[config.mk]
export PLATFORM = sky130hd
export DESIGN_NAME = seven_segment_mux
export DESIGN_NICKNAME = d
export VERILOG_FILES = /design/src/rtl/seven_segment_pkg.sv /design/src/rtl/ssd_hex_decoder.sv /design/src/rtl/seven_segment_mux.sv
export SDC_FILE = /design/constraint.sdc
export NUM_CORES = 1
export LEC_CHECK = 0
export CELL_PAD_IN_SITES_DETAIL_PLACEMENT = 2
export CELL_PAD_IN_SITES_GLOBAL_PLACEMENT = 2
export CORE_ASPECT_RATIO = 0.8
export CORE_MARGIN = 4
export CORE_UTILIZATION = 35
export CTS_CLUSTER_DIAMETER = 30
export CTS_CLUSTER_SIZE = 14
export DETAILED_ROUTE_END_ITERATION = 12
export PLACE_DENSITY = 0.72
export SLEW_MARGIN = 20
export SYNTH_ARGS = -nofsm -noshare
export SYNTH_HDL_FRONTEND = slang
export SYNTH_SLANG_ARGS = --single-unit
export TNS_END_PERCENT = 100
[constraint.sdc]
create_clock -name Clk -period 2 [get_ports Clk]
set_input_delay 0.4 -clock Clk [delete_from_list [all_inputs] [get_ports Clk]]
set_output_delay 0.4 -clock Clk [all_outputs]
set_load 0.05 [all_outputs]
[src/rtl/seven_segment_pkg.sv]
// Shared constants and helpers for the multiplexed 7-segment display driver.
package seven_segment_pkg;

    localparam int MAX_DIGITS = 16;

    // All cathodes released: segments and decimal point dark.
    localparam logic [7:0] CATHODE_OFF = 8'hFF;

    // Active-low {g,f,e,d,c,b,a} patterns for hex digits 0..F.
    localparam logic [6:0] SEG_LUT [16] = '{
        7'h40, 7'h79, 7'h24, 7'h30, 7'h19, 7'h12, 7'h02, 7'h78,
        7'h00, 7'h10, 7'h08, 7'h03, 7'h46, 7'h21, 7'h06, 7'h0E
    };

    // Ceiling log2, usable in constant expressions.
    function automatic int clog2(input int value);
        int r;
        int v;
        r = 0;
        v = value - 1;
        while (v > 0) begin
            r++;
            v = v >> 1;
        end
        return r;
    endfunction

    // Mask with the low n anode bits set (all digits disabled).
    function automatic logic [MAX_DIGITS-1:0] ANODE_OFF(input int unsigned n);
        logic [MAX_DIGITS-1:0] m;
        m = '0;
        for (int unsigned i = 0; i < MAX_DIGITS; i++) begin
            if (i < n) m[i] = 1'b1;
        end
        return m;
    endfunction

endpackage

[src/rtl/ssd_hex_decoder.sv]
// Combinational hex nibble + decimal point to active-low cathode pattern.
module ssd_hex_decoder
    import seven_segment_pkg::*;
(
    input  logic [3:0] nibble,
    input  logic       dp,
    output logic [7:0] cathode
);

    // Decimal point is active-low in bit 7, segments below it.
    always_comb begin
        cathode = {~dp, SEG_LUT[nibble]};
    end

endmodule

[src/rtl/seven_segment_mux.sv]
// Time-multiplexed common-anode N-digit display scanner with double-buffered
// digit data, per-digit blank/blink/dp, PWM brightness and a dead cycle at
// the start of each digit slot.
module seven_segment_mux
    import seven_segment_pkg::*;
#(
    parameter int NUM_DIGITS   = 8,
    parameter int CLK_PER      = 10,
    parameter int REFR_RATE    = 1000,
    parameter int BRIGHT_W     = 4,
    parameter int BLINK_FRAMES = 250,
    localparam int IDX_W       = (NUM_DIGITS > 1) ? clog2(NUM_DIGITS) : 1
) (
    input  logic                    Clk,
    input  logic                    Reset_n,
    input  logic [4*NUM_DIGITS-1:0] encoded,
    input  logic [NUM_DIGITS-1:0]   dp,
    input  logic [NUM_DIGITS-1:0]   blank,
    input  logic [NUM_DIGITS-1:0]   blink,
    input  logic [BRIGHT_W-1:0]     brightness,
    input  logic                    load,
    output logic [NUM_DIGITS-1:0]   anode,
    output logic [7:0]              cathode,
    output logic [IDX_W-1:0]        digit_idx,
    output logic                    frame_tick
);

    localparam longint DC_RAW = 64'sd1_000_000_000 /
        (longint'(CLK_PER) * longint'(REFR_RATE) * longint'(NUM_DIGITS));
    localparam int DIGIT_CYCLES = (DC_RAW < 1) ? 1 : int'(DC_RAW);
    localparam int SLOT_W  = (DIGIT_CYCLES > 1) ? clog2(DIGIT_CYCLES) : 1;
    localparam int FRAME_W = (BLINK_FRAMES > 1) ? clog2(BLINK_FRAMES) : 1;

    localparam logic [SLOT_W-1:0]     SLOT_LAST     = SLOT_W'(DIGIT_CYCLES - 1);
    localparam logic [IDX_W-1:0]      DIGIT_LAST    = IDX_W'(NUM_DIGITS - 1);
    localparam logic [FRAME_W-1:0]    FRAME_LAST    = FRAME_W'(BLINK_FRAMES - 1);
    localparam logic [NUM_DIGITS-1:0] ANODE_ALL_OFF = NUM_DIGITS'(ANODE_OFF(NUM_DIGITS));
    localparam longint                PWM_MOD       = 64'sd1 <<< BRIGHT_W;

    logic [SLOT_W-1:0]       slot_q, slot_d;
    logic [IDX_W-1:0]        digit_q, digit_d;
    logic [FRAME_W-1:0]      frame_q, frame_d;
    logic                    phase_q, phase_d;
    logic                    frame_tick_q, frame_tick_d;

    logic [4*NUM_DIGITS-1:0] pend_enc_q, pend_enc_d, act_enc_q, act_enc_d;
    logic [NUM_DIGITS-1:0]   pend_dp_q, pend_dp_d, act_dp_q, act_dp_d;
    logic [NUM_DIGITS-1:0]   pend_blank_q, pend_blank_d, act_blank_q, act_blank_d;
    logic [NUM_DIGITS-1:0]   pend_blink_q, pend_blink_d, act_blink_q, act_blink_d;

    logic [NUM_DIGITS-1:0]   anode_q, anode_d;
    logic [7:0]              cathode_q, cathode_d;

    logic [3:0]              cur_nib;
    logic                    cur_dp;
    logic                    dark;
    logic                    in_pwm;
    logic                    lit;
    logic [7:0]              dec_cathode;

    // Slot / digit / blink-frame counters; frame_tick is registered so it
    // lines up with the counter state it describes and is 0 in reset.
    always_comb begin
        slot_d  = slot_q;
        digit_d = digit_q;
        frame_d = frame_q;
        phase_d = phase_q;
        if (slot_q == SLOT_LAST) begin
            slot_d  = '0;
            digit_d = (digit_q == DIGIT_LAST) ? '0 : digit_q + IDX_W'(1);
        end else begin
            slot_d = slot_q + SLOT_W'(1);
        end
        if (frame_tick_q) begin
            if (frame_q == FRAME_LAST) begin
                frame_d = '0;
                phase_d = ~phase_q;
            end else begin
                frame_d = frame_q + FRAME_W'(1);
            end
        end
        frame_tick_d = (slot_d == SLOT_LAST) && (digit_d == DIGIT_LAST);
    end

    // Pending captures every load; active takes the old pending at frame end.
    always_comb begin
        pend_enc_d   = load ? encoded : pend_enc_q;
        pend_dp_d    = load ? dp      : pend_dp_q;
        pend_blank_d = load ? blank   : pend_blank_q;
        pend_blink_d = load ? blink   : pend_blink_q;
        act_enc_d    = frame_tick_q ? pend_enc_q   : act_enc_q;
        act_dp_d     = frame_tick_q ? pend_dp_q    : act_dp_q;
        act_blank_d  = frame_tick_q ? pend_blank_q : act_blank_q;
        act_blink_d  = frame_tick_q ? pend_blink_q : act_blink_q;
    end

    // Lit decision for the current slot position; slot cycle 0 is always dark.
    always_comb begin
        cur_nib = act_enc_q[{digit_q, 2'b00} +: 4];
        cur_dp  = act_dp_q[digit_q];
        dark    = act_blank_q[digit_q] | (act_blink_q[digit_q] & phase_q);
        in_pwm  = (longint'(slot_q) % PWM_MOD) < longint'(brightness);
        lit     = (slot_q != '0) && !dark && ((&brightness) || in_pwm);
        anode_d   = lit ? ~(NUM_DIGITS'(1) << digit_q) : ANODE_ALL_OFF;
        cathode_d = lit ? dec_cathode : CATHODE_OFF;
    end

    ssd_hex_decoder u_dec (
        .nibble  (cur_nib),
        .dp      (cur_dp),
        .cathode (dec_cathode)
    );

    // All state; reset darkens the display asynchronously.
    always_ff @(posedge Clk or negedge Reset_n) begin
        if (!Reset_n) begin
            slot_q       <= '0;
            digit_q      <= '0;
            frame_q      <= '0;
            phase_q      <= 1'b0;
            frame_tick_q <= 1'b0;
            pend_enc_q   <= '0;
            pend_dp_q    <= '0;
            pend_blank_q <= '1;
            pend_blink_q <= '0;
            act_enc_q    <= '0;
            act_dp_q     <= '0;
            act_blank_q  <= '1;
            act_blink_q  <= '0;
            anode_q      <= ANODE_ALL_OFF;
            cathode_q    <= CATHODE_OFF;
        end else begin
            slot_q       <= slot_d;
            digit_q      <= digit_d;
            frame_q      <= frame_d;
            phase_q      <= phase_d;
            frame_tick_q <= frame_tick_d;
            pend_enc_q   <= pend_enc_d;
            pend_dp_q    <= pend_dp_d;
            pend_blank_q <= pend_blank_d;
            pend_blink_q <= pend_blink_d;
            act_enc_q    <= act_enc_d;
            act_dp_q     <= act_dp_d;
            act_blank_q  <= act_blank_d;
            act_blink_q  <= act_blink_d;
            anode_q      <= anode_d;
            cathode_q    <= cathode_d;
        end
    end

    assign anode      = anode_q;
    assign cathode    = cathode_q;
    assign digit_idx  = digit_q;
    assign frame_tick = frame_tick_q;

endmodule

Word-level counts from Yosys, hierarchy flattened
Memories as Yosys holds them, arrays and structs flattened.
Cells that the tools add are included.

word-level totals
  register bits after elaboration = 155
  memory bits (read-only) = 112
  input bits = 63
  memories kept = 1

memory list
  memory            words  bits a word  read ports  clocked after Yosys merged registers in  write ports  RTL line               text
  (name not given)  16     7            1           0                                        0            ssd_hex_decoder.sv:12  cathode = {~dp, SEG_LUT[nibble]};

cells by class
  reductions and logical operators = 8
  mux-type cells = 14
  shift-type cells = 2
  $lt $le $gt $ge = 3
  eq/ne operators = 5
  add/subtract/negate cells = 3
  bitwise gates (word level) = 6

operators with widths
  kind                     number
  $shiftx A32 B6 Y4        1
  $eq A14 B14 Y1 const B   2
  $mux W8                  3
  $add A14 B1 Y14 const B  1
  $mux W14                 1
  $mux W7                  2
  $reduce_bool A14 Y1      1
  $bmux W1 S3              3
  $add A8 B1 Y8 const B    1
  $eq A8 B8 Y1 const B     1
  $not A8 Y8               1
  $shl A1 B3 Y8 const A    1
  $eq A3 B3 Y1 const B     2
  $mux W3                  2
  $ge A5 B5 Y1 const B     1
  $not A4 Y5               1
  $lt A3 B4 Y1 const B     1
  $lt A4 B4 Y1             1
  $reduce_and A4 Y1        1
  $add A3 B1 Y3 const B    1
  $logic_and A1 B1 Y1      3
  $mux W1                  3
  $not A1 Y1               2
  $reduce_and A2 Y1        1
  other kinds (4)          4

Longest topological paths before layout
Gate-level depths: netlist of run 1.

  word-level depth = 8
  mapped depth = 11
  mapped depth without buffers = 9

Hierarchy
Synthesis of run 1 repeated with hierarchy kept, for this count alone.

unflattened totals
  cells, all modules = 516
  area, all modules = 6939.2 um2

by module, submodules not included
  module             area each (um2)  times used  cells each
  seven_segment_mux  6666.4           1           482
  ssd_hex_decoder    272.8            1           34

Least setup slack after synthesis of run 1
No wires, ideal clock.

  path type = register to register
  start = register digit_q[1], in the netlist digit_idx[1]
  end = register cathode_q[3], in the netlist cathode[3]
  cell stages (with the launch flop) = 11
  library setup time = 0.078 ns
  path slack = -0.557 ns
  clock period less this slack = 2.557 ns
  arrival = 2.479 ns
  cells stage by stage = dfrtp_1 buf_6 buf_12 mux4_1 nand2_1 o21a_1 inv_1 ha_1 mux2_2 mux2i_1 nand2_1

on the way
  longest elaborated chain between the ends = 8

RTL lines
  what                                                                    RTL line                  text
  start: declaration                                                      seven_segment_mux.sv:41   logic [IDX_W-1:0] digit_q, digit_d;
  start signal: assignment                                                seven_segment_mux.sv:134  digit_q <= digit_d;
  parallel branches: the longest is 7 deep, another holds $mem_v2 Z16 W7  -
  $mux W8 *                                                               seven_segment_mux.sv:105  cathode_d = lit ? dec_cathode : CATHODE_OFF;
  via cathode_d[3]                                                        seven_segment_mux.sv:52   logic [7:0] cathode_q, cathode_d;
  end signal: assignment                                                  seven_segment_mux.sv:147  cathode_q <= cathode_d;
  end: declaration                                                        seven_segment_mux.sv:52

Mark *: on every way through the listed nets, which the timed path passes. The select of a mux whose other input is x is not followed.
A chain may end at the register's enable or synchronous reset.

Worst setup path in the final report of run 1
Same ends and word-level chain as after synthesis.

==> results of run 1 <==
## synth_stat cells (5+ instances only)
library cell | instances | share of area (%)
nand2b_1 | 5 | 0.45
mux2i_1 | 8 | 1.2
mux4_1 | 9 | 3.4
nand4_1 | 7 | 0.63
inv_1 | 14 | 0.76
xnor2_1 | 10 | 1.3
ha_1 | 19 | 3.4
dfstp_2 | 32 | 12
clkbuf_1 | 18 | 0.97
dfrtp_1 | 123 | 44
nand3_1 | 16 | 1.2
xor2_1 | 6 | 0.76
o21ai_0 | 6 | 0.43
mux2_2 | 115 | 19
nor2_1 | 20 | 1.1
nand2_1 | 23 | 1.2
nor4_1 | 6 | 0.54
## report_power, final
group | total (mW) | switching, mW | internal, mW
Sequential | 3.34 | 0.0714 | 3.27
Clock | 3.24 | 1.31 | 1.94
Combinational | 0.400 | 0.163 | 0.237
Total | 6.99 | 1.54 | 5.45
## per-stage QoR
stage                     area (um2)  util, %  cells  setup TNS (ps)
final                           9110     47.5    891            -296
after global routing            9110     47.5    891           -1450
after CTS                       9060     47.2    891            -230
after detailed placement        8370     43.6    851           -5760
after global placement          8370     43.6    851           -4700
after floorplan                 6990        -    496           -1760
## worst register-to-register path: stages, from the launching register on
cell and delay (ps):
dfrtp_2 410, buf_12 130, mux4_2 490, mux2_4 340, ha_4 180, mux2_4 250
mux2i_1 140, nand2_1 70
## flip-flops by register name (all words and copies together) (netlist names)
register,flops
cathode,8
frame_q,8
act_dp_q,8
act_blink_q,8
pend_dp_q,8
act_blank_q,8
pend_blink_q,8
frame_tick,1
slot_q,14
pend_blank_q,8
anode,8
digit_idx,3
act_enc_q,32
pend_enc_q,32
phase_q,1
## cell families (layout without fill, tap and decap cells)
group           count (synthesis)  in the layout  share of synthesized area [%]
compound gates                 28             28                           2.92
xor+xnor                       16             16                           2.02
fa+ha+maj                      19             19                           3.43
buf+inv                        42            179                           2.89
flops                         155            155                           56.5
mux                           137            137                           24.9
simple gates                   99             99                           7.31
## worst max path at each step
stage,from,to,slack (ps),cells past startpoint
global route,digit_idx[1],cathode[3],-150,7
CTS,digit_idx[1],cathode[3],-50,8
detailed placement,brightness[1],cathode[1],-390,8
global placement,brightness[1],cathode[6],-320,8
finish,digit_idx[1],cathode[3],-70,7
floorplan,digit_idx[1],cathode[3],-290,8
## layout make-up
type                    count  area (um2)
inverters                  15        58.8
clock buffers              25         518
well taps                 258         323
multi-input cells         299        2910
flip-flops and latches    155        3920
fillers                  1839       10100
clock inverters             7        73.8
repair buffers            132        1310
## what timing repair did
action | in CTS | in global routing
gates resized for setup | 13 | 9
hold buffers | 1 | 0
setup buffers | 7 | 0
pin swaps | 5 | 2
endpoints found under the setup margin | 17 | 17
endpoints found under the hold margin | 24 | 0
## metal layers
layer	part of all wire [%]	routed length, um
met1	46	8250
met4	1.2	217
met2	50	9030
met5	0	0
met3	2.9	529
==> flow_summary.toml, run 1 <==
[cts]
cts-buffers-inserted = 17
insertion_delay_ps = 420
clk_root_buffer_cell = "clkbuf_16"
cts_max_path_buffers = 2
cts_sinks = 155
clk_pin_slew_ps = 60
ctsHtreeMaxLevel = 4
cts_tree = "built"

[die]
die_y_um = 134
die_x_um = 165
fp.dieArea_um2 = 22100
io_pins = 83
start_util_pct = 36.1
rows = 45
core_um2 = 19200

[timing]
hold_violations = 0
setup_viol = 7
slew_headroom_pct = 66.9
fin_crit_sh_pct = 104
fin_skew_ps = 8.42
period_needed_ps = 2070
final.setup.worst_slack_ps = -70.7
clock.fmax_ghz = 0.483
hold_ws_ps = 492
max_slew.worst_pin.slew_ps = 497
slew_violations = 0
rsz0062_at_grt = "true"

[final_layout]
syn2layout_area_growth_pct = 31.5
drive_gt1_share_pct = 44.7
antenna_cells = 0
final_cell_mix = "dfrtp_1, mux2_2, clkdlybuf4s50_1"
layout.nets = 702
final_common_cell = "dfrtp_1"

[worst_setup_path]
crit_chain = "buf_12 > mux4_2 > mux2_4 > ha_4 > mux2_4 > mux2i_1 > nand2_1"
r2r_cells = 7
end_kind = "register"
startpoint_type = "register"
slowest_delay_ps = 490
path_buf_inv = 1
cp_slowest_cell = "mux4_2"
path_common_cell = "mux2_4"
path_delay_family = "multiplexers"
arrival_ps = 2420
regToRegEndpoint = "cathode[3]"
critical_path_peak_fanout = 5
rr_startpoint = "digit_idx[1]"
rrSetupSlack_ps = -70
critPathRequiredTime_ps = 2350
crit_type = "reg -> reg"

[route]
ant_nets = 0
firstDrtPassIters = 4
vias_per_cell = 4.93
vias = 4393
drc = 0
wl_per_cell_um = 20.2
drt-initial-drc-count = 171
wl_um = 18000

[synth]
netlist_area_um2 = 6930
avgSynthCellArea_um2 = 14.0
synth_seq_cells = 155
ys_async_sr_fraction_pct = 100
yosysSeqAreaShare_pct = 56.5
synth_edf_count = 0
synth_cells = 496
syn_nets = 578
ys.flop_type = "dfrtp_1"
netlist-cell-type-count = 49
ys_warn_count = 0

[pwr]
fin_total_pwr_mw = 6.99
leakage_nw = 4.01
ir_worst_vdd_v = 0.000573
power_density_nw_per_um2 = 767

[placed_design]
preCtsSetupSlack_ps = -394
port_buffers = 82
gp_congestion = 0.848
hpwlAfterDp_um = 12700

[global_route]
use_met3_pct = 3.41
met2_usage_pct = 28.5
grt_pass1_wl_um = 29100
antenna_found_initial = 0
overflow = 0
grt_max_degree = 57
grt_pass1_vias = 5213
grt_busiest_layer = "met2"
met1_usage_pct = 22.8
grt_usage_pct = 17.1

[flow_run]
drv_cap = 0

[outcome]
outcome = "finished with violations"
violations = "negative setup slack"

[min_path]
hp-class = "in -> async"
No activity file was read; power rests on OpenSTA's default activity.
==> run 2: changes to the inputs <==
MAX_ROUTING_LAYER = met4   (was not set)
==> run 2 against run 1 <==
  * The run still ends with negative setup slack left
  * Design area unchanged
  * Largest power group unchanged
  * Fmax about the same
  * Via count down 0.20%
  * Highest routed layer unchanged
  * Sequential power about the same
  * Power about the same
  * Global-route usage up 0.54 points
  * Utilization unchanged
  * Wire length down 0.18%
  * Hold slack better by 4.5 ps
  * Die area unchanged
  * Combinational power about the same
==> flow_summary.toml, run 2 (synthesis results as in run 1) <==
[timing]
fin_setup_tns_ps = -323
max_slew.worst_pin.slew_ps = 496
setup_viol = 7
clock.fmax_ghz = 0.483
slew_headroom_pct = 66.9
slew_violations = 0
period_needed_ps = 2070
fin_crit_sh_pct = 104
hold_violations = 0
final.setup.worst_slack_ps = -71.2
rsz0062_at_grt = "true"
fin_skew_ps = 6.92

[die]
fp.dieArea_um2 = 22100
rows = 45
die_y_um = 134
core_um2 = 19200
start_util_pct = 36.1
io_pins = 83
die_x_um = 165

[global_route]
grt_pass1_vias = 5197
overflow = 0
grt_usage_pct = 17.7
grt_pass1_wl_um = 29100
antenna_found_initial = 0
grt_max_degree = 57

[cts]
cts_max_path_buffers = 2
ctsHtreeMaxLevel = 4
cts_sinks = 155
insertion_delay_ps = 420
clk_pin_slew_ps = 60
clk_root_buffer_cell = "clkbuf_16"
cts_tree = "built"
cts-buffers-inserted = 17

[flow_run]
drv_cap = 0

[final_layout]
drive_gt1_share_pct = 44.7
final_cell_mix = "dfrtp_1, mux2_2, clkdlybuf4s50_1"
fin_util_pct = 47.5
antenna_cells = 0
syn2layout_area_growth_pct = 31.5
final_common_cell = "dfrtp_1"
fillers = 1839
layout.nets = 702
reg_top3 = "act_enc_q x32, pend_enc_q x32, slot_q x14"

[pwr]
p_clk_share_pct = 46.4
p_comb_share_pct = 5.7
p_int_mw = 5.45
ir_worst_vdd_v = 0.000572
seqPwrFrac_pct = 47.8
power_density_nw_per_um2 = 767
p_sw_mw = 1.54
p_sw_share_pct = 22.1
leakage_nw = 4.01

[worst_setup_path]
path_common_cell = "mux2_4"
r2r_cells = 7
cp-startpoint = "digit_idx[1]"
regToRegEndpoint = "cathode[3]"
crit_type = "reg -> reg"
slowest_delay_ps = 490
crit_chain = "buf_12 > mux4_2 > mux2_4 > ha_4 > mux2_4 > mux2i_1 > nand2_1"
startpoint_type = "register"
end_kind = "register"
critPathRequiredTime_ps = 2350
critical_path_peak_fanout = 5
critPathCapture = "cathode[3]"
rr_startpoint = "digit_idx[1]"
rrSetupSlack_ps = -70
cp_slowest_cell = "mux4_2"
arrival_ps = 2420

[route]
firstDrtPassIters = 4
drc = 0
drt-initial-drc-count = 189
vias = 4384
wl_um = 18000
vias_per_cell = 4.92
ant_nets = 0
wl_per_cell_um = 20.2

[placed_design]
preCtsSetupSlack_ps = -394
port_buffers = 82
gp_congestion = 0.862
hpwlAfterDp_um = 12700

[min_path]
hp-class = "in -> async"

[outcome]
outcome = "finished with violations"
violations = "negative setup slack"
run 2: per-layer routing:
layer	share of wire, %	global-route usage, %	vias to the layer above
met4	1.1	4.49	0
met5	0	-	-
met1	46	23.1	2283
li1	-	-	2018
met3	2.9	3.63	15
met2	50	28.3	68
run 2: how the worst min path moves through the flow:
| stage | endpoint | slack, ps |
|---|---|---|
| 5_1_grt | frame_q[6] | 520 |
| 6_report | frame_q[3] | 500 |
| 3_5_place_dp | frame_q[5] | 380 |
| 4_1_cts | frame_q[5] | 500 |
| 3_3_place_gp | frame_q[5] | 370 |
| 2_1_floorplan | act_blink_q[0] | 100 |
run 2: repair_timing:
item,4_1_cts,5_1_grt
hold buffers,1,0
pin swaps,5,2
endpoints found under the hold margin,24,0
gates resized for setup,13,9
endpoints found under the setup margin,17,17
setup buffers,7,0
gates cloned,0,0
run 2: metrics by stage:
step	cell area, um2	hold slack, ps	cells	power [mW]
finish	9110	496	891	6.99
floorplan	6990	104	496	3.53
detailed placement	8370	383	851	3.81
global route	9110	522	891	7.30
global placement	8370	374	851	3.78
CTS	9060	503	891	7.09
run 2: area by class of cell:
cell class	count	area [um2]	share of cell area, %
Sequential cell	155	3920	43.1
Multi-Input combinational cell	299	2910	31.9
Timing Repair Buffer	132	1310	14.3
Clock buffer	25	518	5.68
Tap cell	258	323	3.54
Clock inverter	7	73.8	0.810
Inverter	15	58.8	0.645
run 2: critical path: cells and delay by family, from the launching register on:
| family | cells | cell delay, ps |
|---|---|---|
| mux | 4 | 1220 |
| flops | 1 | 410 |
| fa+ha+maj | 1 | 180 |
| buf+inv | 1 | 130 |
| simple gates | 1 | 70 |
run 2: power groups by stage:
stage | clock network [mW] | logic [mW] | registers (mW)
3_3_place_gp | 0 | 0.388 | 3.39
5_1_grt | 3.51 | 0.440 | 3.35
4_1_cts | 3.34 | 0.412 | 3.34
2_1_floorplan | 0 | 0.153 | 3.37
6_report | 3.25 | 0.399 | 3.34
3_5_place_dp | 0 | 0.409 | 3.40
==> run 3: changes to the inputs <==
CORE_MARGIN = not set   (was 4)
==> run 3 against run 2 <==
  * The flow still finishes with violations (negative setup slack)
  * Die area decreased by 7.9%
  * Clock-buffer cell count is 7 lower
  * Sequential power about the same
  * Final cell count increased by 0.34%
  * Fmax is 0.27% lower
  * Largest power group unchanged
  * Sequential cell count did not move
  * Via count rose by 1.8%
  * Combinational power barely moved
  * Critical path type unchanged
  * Register-to-register slack barely moved
==> flow_summary.toml, run 3 (synthesis results as in run 1) <==
[timing]
slew_headroom_pct = 65.4
hold_violations = 0
clock.fmax_ghz = 0.482
final.setup.worst_slack_ps = -76.8
max_slew.worst_pin.slew_ps = 515
setup_viol = 11
slew_violations = 0
period_needed_ps = 2080
fin_skew_ps = 7.44
fin_setup_tns_ps = -401
fin_crit_sh_pct = 104
rsz0062_at_grt = "true"

[outcome]
violations = "negative setup slack"
outcome = "finished with violations"

[pwr]
ir_worst_vdd_v = 0.000426
power_density_nw_per_um2 = 749
fin_total_pwr_mw = 6.88
leakage_nw = 4.03

[route]
vias_per_cell = 4.99
wl_um = 17700
firstDrtPassIters = 4
wl_per_cell_um = 19.7
drt-initial-drc-count = 154
drc = 0
ant_nets = 0
vias = 4465

[die]
fp.dieArea_um2 = 20400
start_util_pct = 36.1
rows = 45
io_pins = 83
die_y_um = 128
die_x_um = 159
core_um2 = 19200

[worst_setup_path]
critPathRequiredTime_ps = 2350
path_buf_inv = 1
crit_type = "reg -> reg"
startpoint_type = "register"
crit_chain = "buf_12 > mux4_2 > mux2_4 > ha_4 > mux2_4 > mux2i_1 > nand2_1"
cp_slowest_cell = "mux4_2"
path_common_cell = "mux2_4"
end_kind = "register"
slowest_delay_ps = 490
path_delay_family = "multiplexers"
arrival_ps = 2430
critical_path_peak_fanout = 5

[cts]
cts_sinks = 155
cts-buffers-inserted = 17
insertion_delay_ps = 430
cts_tree = "built"
clk_pin_slew_ps = 60
ctsHtreeMaxLevel = 4
cts_max_path_buffers = 2
clk_root_buffer_cell = "clkbuf_16"

[final_layout]
antenna_cells = 0
final_cell_mix = "dfrtp_1, mux2_2, clkdlybuf4s50_1"
reg_top3 = "act_enc_q x32, pend_enc_q x32, slot_q x14"
drive_gt1_share_pct = 47.5
syn2layout_area_growth_pct = 32.5
final_common_cell = "dfrtp_1"
layout.nets = 705

[global_route]
met2_usage_pct = 31.4
use_met3_pct = 3.49
grt_usage_pct = 19.2
grt_max_degree = 57
grt_busiest_layer = "met2"
overflow = 0
grt_pass1_wl_um = 28900
grt_pass1_vias = 5154
met1_usage_pct = 24.7
antenna_found_initial = 0

[placed_design]
port_buffers = 82
gp_congestion = 0.850
hpwlAfterDp_um = 12400

[flow_run]
drv_cap = 0

[min_path]
hp-class = "in -> async"
run 3: cell count changes in the layout (fill, tap and decap cells not counted), moves of 3 or more:
cell      change
clkbuf_1      -4
nand2_1       -5
clkinv_2      +3
buf_4         +3
nand2_4       +3
run 3: layout make-up:
type / instances / area, um2
clock inverter: 14 / 134
sequential: 155 / 3920
multi-input combinational: 299 / 2970
fill: 1858 / 10000
clock buffer: 18 / 439
inverter: 15 / 60.1
tap: 258 / 323
timing repair buffer: 135 / 1330
run 3: path summary, 6_finish.rpt:
check,to,depth (start not counted),start,slack [ps]
setup reg to reg,cathode[3],7,digit_idx[1],-80
max in group asynchronous,cathode[5],3,Reset_n,800
hold reg to reg,pend_blink_q[3],1,pend_blink_q[3],500
hold / removal,act_blink_q[1],2,Reset_n,470
setup / recovery,cathode[3],7,digit_idx[1],-80
min in group Clk,pend_blink_q[3],1,pend_blink_q[3],500
run 3: metrics by stage:
step                utilization (%)  hold slack [ps]  instance area [um2]  instances  worst slack [ps]
floorplan                         -              104                 6990        496              -292
global placement               43.6              345                 8360        852              -315
detailed placement             43.6              356                 8360        852              -392
CTS                            46.9              470                 9010        889             -68.3
global route                   47.8              499                 9180        894              -168
finish                         47.8              473                 9180        894             -76.8
run 3: layer usage:
layer | wire length [um] | share of wire [%]
met3 | 526 | 3.0
met4 | 221 | 1.3
met2 | 8660 | 49
met5 | 0 | 0
met1 | 8250 | 47
run 3: report_power, final:
group,internal (mW),switching (mW),total (mW)
Clock,1.77,1.37,3.14
Combinational,0.238,0.164,0.402
Sequential,3.27,0.0686,3.34
run 3: repair_timing:
item                                    4_1_cts  5_1_grt
resized for setup                            10       28
endpoints found under the setup margin       17       17
hold endpoints to repair                     32        0
cloned                                        0        1
buffers inserted                              4        4
hold buffers                                  1        0
pin swaps                                     2        8
==> RTL edit 1 (settings of run 3) <==
Change the parameter `BLINK_FRAMES` from 250 to 500.
--- a/src/rtl/seven_segment_mux.sv
+++ b/src/rtl/seven_segment_mux.sv
@@ -8,7 +8,7 @@
     parameter int CLK_PER      = 10,
     parameter int REFR_RATE    = 1000,
     parameter int BRIGHT_W     = 4,
-    parameter int BLINK_FRAMES = 250,
+    parameter int BLINK_FRAMES = 500,
     localparam int IDX_W       = (NUM_DIGITS > 1) ? clog2(NUM_DIGITS) : 1
 ) (
     input  logic                    Clk,
Formal check against the unedited RTL: no difference found for any inputs over 10 cycles, from zero or initial values and one cycle with Reset_n low; that may be too few to reach the edited logic, so the function may still have changed.
==> RTL edit 1 against run 3 <==
  * The flow still finishes with violations (negative setup slack)
  * Critical path depth is the same
  * Design area up 0.16%
  * Synthesized area fell by 0.88%
  * Global-route usage rose by 1.2 points
  * Setup slack lost 0.093 ns
  * Power rose by 0.79%
  * Count of clock-buffer cells in the layout up 7
  * Sequential cell count rose by 1
  * Wire length is 4.7% higher
  * Critical path type unchanged
  * Largest cell class unchanged
  * Largest power group unchanged
==> RTL edit 1: results (changes against run 3) <==
[cells_and_area]
fin_nets = 690  ; was 705
drive_above_1_share_pct = 49.0  ; was 47.5%
reg_top3 = act_enc_q: 32 flops, pend_enc_q: 32 flops, slot_q: 14 flops  ; unchanged

[yosys]
synth_nets = 558  ; was 578
ys_types = 48  ; was 49
yosysSeqAreaShare_pct = 57.4  ; was 56.5%
synth_warnings = 0  ; unchanged
ys_top_cells_by_area = dfrtp_1 (45%), mux2_2 (19%), dfstp_2 (12%), ha_1 (3.3%), mux4_2 (2.6%)  ; was dfrtp_1 (44%), mux2_2 (19%), dfstp_2 (12%), ha_1 (3.4%), mux4_1 (3.4%)
asyncSetResetFlopFracSynth_pct = 100  ; unchanged
yosys-top-cells-count = dfrtp_1 (124), mux2_2 (118), dfstp_2 (32)  ; was dfrtp_1 (123), mux2_2 (115), dfstp_2 (32)

[run_status]
status = finished, violations left  ; unchanged
violations = negative setup slack  ; unchanged

[detailed_routing]
num_vias = 4331  ; was 4465
drt_iter0_drc = 196  ; was 154
dr_wl_met3_um = 540  ; was 526 µm
wl_per_cell_um = 21.0  ; was 19.7 µm
top_layer = met4  ; unchanged
met1_length_mm = 7.91  ; was 8.25 mm
wl_met2_mm = 9.80  ; was 8.66 mm
firstDrtPassIters = 5  ; was 4

[place]
place_congestion = 0.778  ; was 0.850
dpl.hpwl_mm = 12.2  ; was 12.4 mm
portBuffers = 82  ; unchanged
place_area_um2 = 8320  ; was 8360 µm²

[power]
vdd_drop_max_v = 0.000440  ; was 0.000426 V
p_leak_uw = 0.00407  ; was 0.00403 µW

[clock_tree]
clk_pin_slew_ns = 0.06  ; about the same
clock_latency_ns = 0.42
hold_buffers = 1  ; unchanged
postCtsSetupRepairBufs = 5  ; was 4
cts_buffer_depth = 2  ; unchanged
cts_root_buffer = clkbuf_16  ; unchanged
cts-resized-gates = 29  ; was 10

[critical_path]
worstReg2RegStart = digit_idx[1]  ; unchanged
rr_worst_depth = 7  ; unchanged
critPathSlowestCell = mux4_2  ; unchanged
cpPeakStageDelay_ns = 0.50
critPathRequiredTime_ns = 2.33  ; was 2.35 ns
critical_path.endpoint = cathode[5]  ; was cathode[3]

[grt]
antenna_found_initial = 0  ; unchanged
grt_pass1_vias = 5127  ; was 5154
grt_max_degree = 64  ; was 57
use_met3_pct = 4.21  ; was 3.49%
met1_usage_pct = 24.2  ; was 24.7%
use_met2_pct = 34.8  ; was 31.4%
grt_pass1_wl_mm = 29.3  ; was 28.9 mm
grt_use_total_pct = 20.4  ; was 19.2%

[sta]
finalWorstSetupSlack_ns = -0.169  ; was -0.0768 ns
clock_skew_ns = 0.00819  ; was 0.00744 ns
setup_viol = 16  ; was 11
slew_headroom_pct = 66.1  ; was 65.4%

[hold_path]
min_path_type = in -> async  ; unchanged

RTL edit 1: changes by cell type in the layout (fill, tap and decap cells not counted), moves of 3 or more:
cell / run 3 / this run
inv_1: 11 / 8
clkbuf_1: 0 / 6
and3_1: 1 / 4
inv_6: 4 / 0
nand2_1: 17 / 11
xor2_1: 6 / 11
nor4_1: 4 / 0
nor3_1: 3 / 0
RTL edit 1: power by group:
group	switching, µW	internal (µW)	total, µW
clock	1260	1900	3160
combinational	174	240	414
sequential	69.4	3290	3360
total	1500	5430	6930
RTL edit 1: critical path: cells and delay by family (launching register included):
family	cells	cell delay, ns
flip-flops	1	0.48
multiplexers	3	1.01
buffers and inverters	2	0.29
adder cells (fa/ha/maj)	1	0.17
AO/OA/AOI/OAI	1	0.14
RTL edit 1: logic make-up after synthesis:
logic type,synth area share (%)
DFF,57.4
muxes,25.1
and+or+nand+nor,6.68
buffers and inverters,2.48
AOI/OAI and AO/OA,2.50
xor gates and xnor gates,2.55
adders and majority gates,3.28
RTL edit 1: stage by stage:
step,setup TNS [ns],hold slack [ns],setup slack [ns],std cells,util [%]
floorplan,-3.06,0.104,-0.230,477,-
global placement,-2.43,0.365,-0.189,839,43.6
detailed placement,-3.79,0.371,-0.292,839,43.6
CTS,-2.23,0.478,-0.173,878,47.6
global route,-3.29,0.510,-0.240,880,48.2
finish,-2.10,0.491,-0.169,880,48.2
RTL edit 1: area by class of cell:
type,instances,area (µm²)
Clock inverter,7,92.6
Timing Repair Buffer,134,1330
Multi-Input combinational cell,288,2980
Inverter,12,50.0
Tap cell,258,323
Fill cell,1749,9890
Sequential cell,156,3950
Clock buffer,25,475
==> RTL edit 2 (settings of run 3) <==
Made on the original files. Register the output `anode` once more, with the module's reset; this adds one clock of latency there. The other outputs are not delayed to match.
--- a/src/rtl/seven_segment_mux.sv
+++ b/src/rtl/seven_segment_mux.sv
@@ -148,7 +148,13 @@
         end
     end
 
-    assign anode      = anode_q;
+    always_ff @(posedge Clk or negedge Reset_n) begin
+        if (!Reset_n) begin
+            anode <= '0;
+        end else begin
+            anode <= anode_q;
+        end
+    end
     assign cathode    = cathode_q;
     assign digit_idx  = digit_q;
     assign frame_tick = frame_tick_q;
Check against the original RTL: not equivalent (Yosys sat finds a counterexample within 4 cycles, from zero or initial values and one cycle with Reset_n low).
==> RTL edit 2 against run 3 <==
  * The run still ends with negative setup slack left
  * Power up 6.3%
  * Largest power group unchanged
  * First-iteration DRC count down 12%
  * Sequential cell count up 8
  * Design area up 2.8%
  * Highest routed layer unchanged
  * Synthesized area up 3.4%
  * Sequential share of layout area up 1.0 points
  * Wire length up 4.5%
  * Setup slack worse by 0.087 ns
==> RTL edit 2: results (changes against run 3) <==
[hold_path]
min_path_type = reg -> reg  ; was in -> async

[run_status]
violations = negative setup slack  ; unchanged
status = finished, violations left  ; unchanged

[yosys]
yosysSeqAreaShare_pct = 57.5  ; was 56.5%
ys_types = 53  ; was 49
ys_top_cells_by_area = dfrtp_1 (46%), mux2_1 (16%), dfstp_2 (12%), mux4_2 (4.1%), ha_1 (3.3%)  ; was dfrtp_1 (44%), mux2_2 (19%), dfstp_2 (12%), ha_1 (3.4%), mux4_1 (3.4%)
synth_warnings = 0  ; unchanged
avgSynthCellArea_um2 = 14.2  ; was 14.0 µm²
synth_nets = 586  ; was 578
yosys-top-cells-count = dfrtp_1 (131), mux2_1 (102), dfstp_2 (32)  ; was dfrtp_1 (123), mux2_2 (115), dfstp_2 (32)

[critical_path]
critPathSlowestCell = dfrtp_4  ; was mux4_2
crit_path_max_fanout = 8  ; was 5
cp.arrival_ns = 2.51  ; was 2.43 ns
cpPeakStageDelay_ns = 0.55  ; was 0.49 ns

[sta]
tns_ns = -1.95  ; was -0.401 ns
finalWorstSetupSlack_ns = -0.164  ; was -0.0768 ns
setup_viol = 17  ; was 11
clock_skew_ns = 0.0120  ; was 0.00744 ns
tightest_slew_ns = 0.538  ; was 0.515 ns

[cells_and_area]
instances_no_fill = 912  ; was 894
reg_top3 = act_enc_q: 32 flops, pend_enc_q: 32 flops, slot_q: 14 flops  ; unchanged
drive_above_1_share_pct = 30.4  ; was 47.5%
fin_nets = 718  ; was 705
nFillCells = 1931  ; was 1858

[place]
place_area_um2 = 8640  ; was 8360 µm²
dpl.hpwl_mm = 12.4  ; about the same
dp_cells = 871  ; was 852
place_congestion = 0.796  ; was 0.850

[grt]
grt_max_degree = 59  ; was 57
grt_pass1_wl_mm = 29.7  ; was 28.9 mm
grt_use_total_pct = 19.4  ; was 19.2%
grt_pass1_vias = 5254  ; was 5154

[detailed_routing]
wl_met2_mm = 9.37  ; was 8.66 mm
drt-total-wl_mm = 18.5  ; was 17.7 mm
top_layer = met4  ; unchanged
dr_wl_met3_um = 612  ; was 526 µm
drt_iter0_drc = 135  ; was 154
num_vias = 4519  ; was 4465
met1_length_mm = 8.31  ; was 8.25 mm

[power]
p_leak_uw = 0.00422  ; was 0.00403 µW
vdd_drop_max_v = 0.000392  ; was 0.000426 V

[clock_tree]
cts_buffer_depth = 2  ; unchanged
clock_latency_ns = 0.43  ; about the same

RTL edit 2: changes by cell type after synthesis, sizes merged, moves of 3 or more:
cell and delta:
dfrtp +8, and3 +5, clkbuf -4, nand2 -4, xor2 +4, and4 -3, buf +3, xnor2 -3
RTL edit 2: final timing paths:
path                              start    endpoint  slack, ns  depth (start not counted)
setup / recovery           digit_idx[1]  anode_q[5]      -0.16                          7
hold / removal               anode_q[4]    anode[4]       0.39                          0
setup reg to reg           digit_idx[1]  anode_q[5]      -0.16                          7
hold reg to reg              anode_q[4]    anode[4]       0.39                          0
max in group asynchronous       Reset_n  cathode[3]       0.88                          3
min in group asynchronous       Reset_n    anode[1]       0.45                          2
RTL edit 2: area by class of cell:
type | instances | area (µm²) | share of cell area [%]
Clock buffer | 17 | 425 | 4.51
Clock inverter | 14 | 179 | 1.90
Inverter | 14 | 52.6 | 0.557
Multi-Input combinational cell | 302 | 2990 | 31.7
Sequential cell | 163 | 4130 | 43.7
Tap cell | 264 | 330 | 3.50
Timing Repair Buffer | 138 | 1330 | 14.1
RTL edit 2: logic make-up (layout without fill, tap and decap cells):
group / count (synthesis) / count (layout) / synth area share (%)
flip-flops: 163 / 163 / 57.5
XOR/XNOR: 17 / 17 / 2.08
adder cells (fa/ha/maj): 19 / 19 / 3.32
buffers and inverters: 40 / 183 / 2.76
AND/OR/NAND/NOR: 95 / 95 / 7.09
multiplexers: 138 / 138 / 23.7
AO/OA/AOI/OAI: 32 / 33 / 3.53
RTL edit 2: stage by stage:
step	setup slack [ns]	utilization (%)
2_1_floorplan	-0.314	-
3_3_place_gp	-0.268	43.4
5_1_grt	-0.222	47.4
3_5_place_dp	-0.357	43.4
6_report	-0.164	47.4
4_1_cts	-0.156	46.9
RTL edit 2: per-layer routing:
layer | up-vias | GRT usage (%)
met2 | 90 | 32.5
met4 | 0 | 5.55
met5 | - | -
met1 | 2360 | 24.0
li1 | 2056 | -
met3 | 13 | 3.88
RTL edit 2: critical path: cells and delay by family (launching register included):
family | cells | cell delay (ns)
AOI/OAI and AO/OA | 2 | 0.48
buffers and inverters | 2 | 0.28
DFF | 1 | 0.55
muxes | 2 | 0.69
and+or+nand+nor | 1 | 0.07
RTL edit 2: power by group:
| part | internal (µW) | switching [µW] | total, µW | leakage, µW |
|---|---|---|---|---|
| Clock | 1980 | 1430 | 3410 | 0.000292 |
| Combinational | 216 | 177 | 393 | 0.00193 |
| Sequential | 3430 | 73.8 | 3510 | 0.00199 |
RTL edit 2: timing repair:
action / CTS / global route
pin swaps: 8 / 6
endpoints found under the hold margin: 10 / 0
endpoints found under the setup margin: 17 / 20
gates cloned: 1 / 0
hold buffers: 1 / 0
gates resized for setup: 11 / 13
buffers inserted: 3 / 5
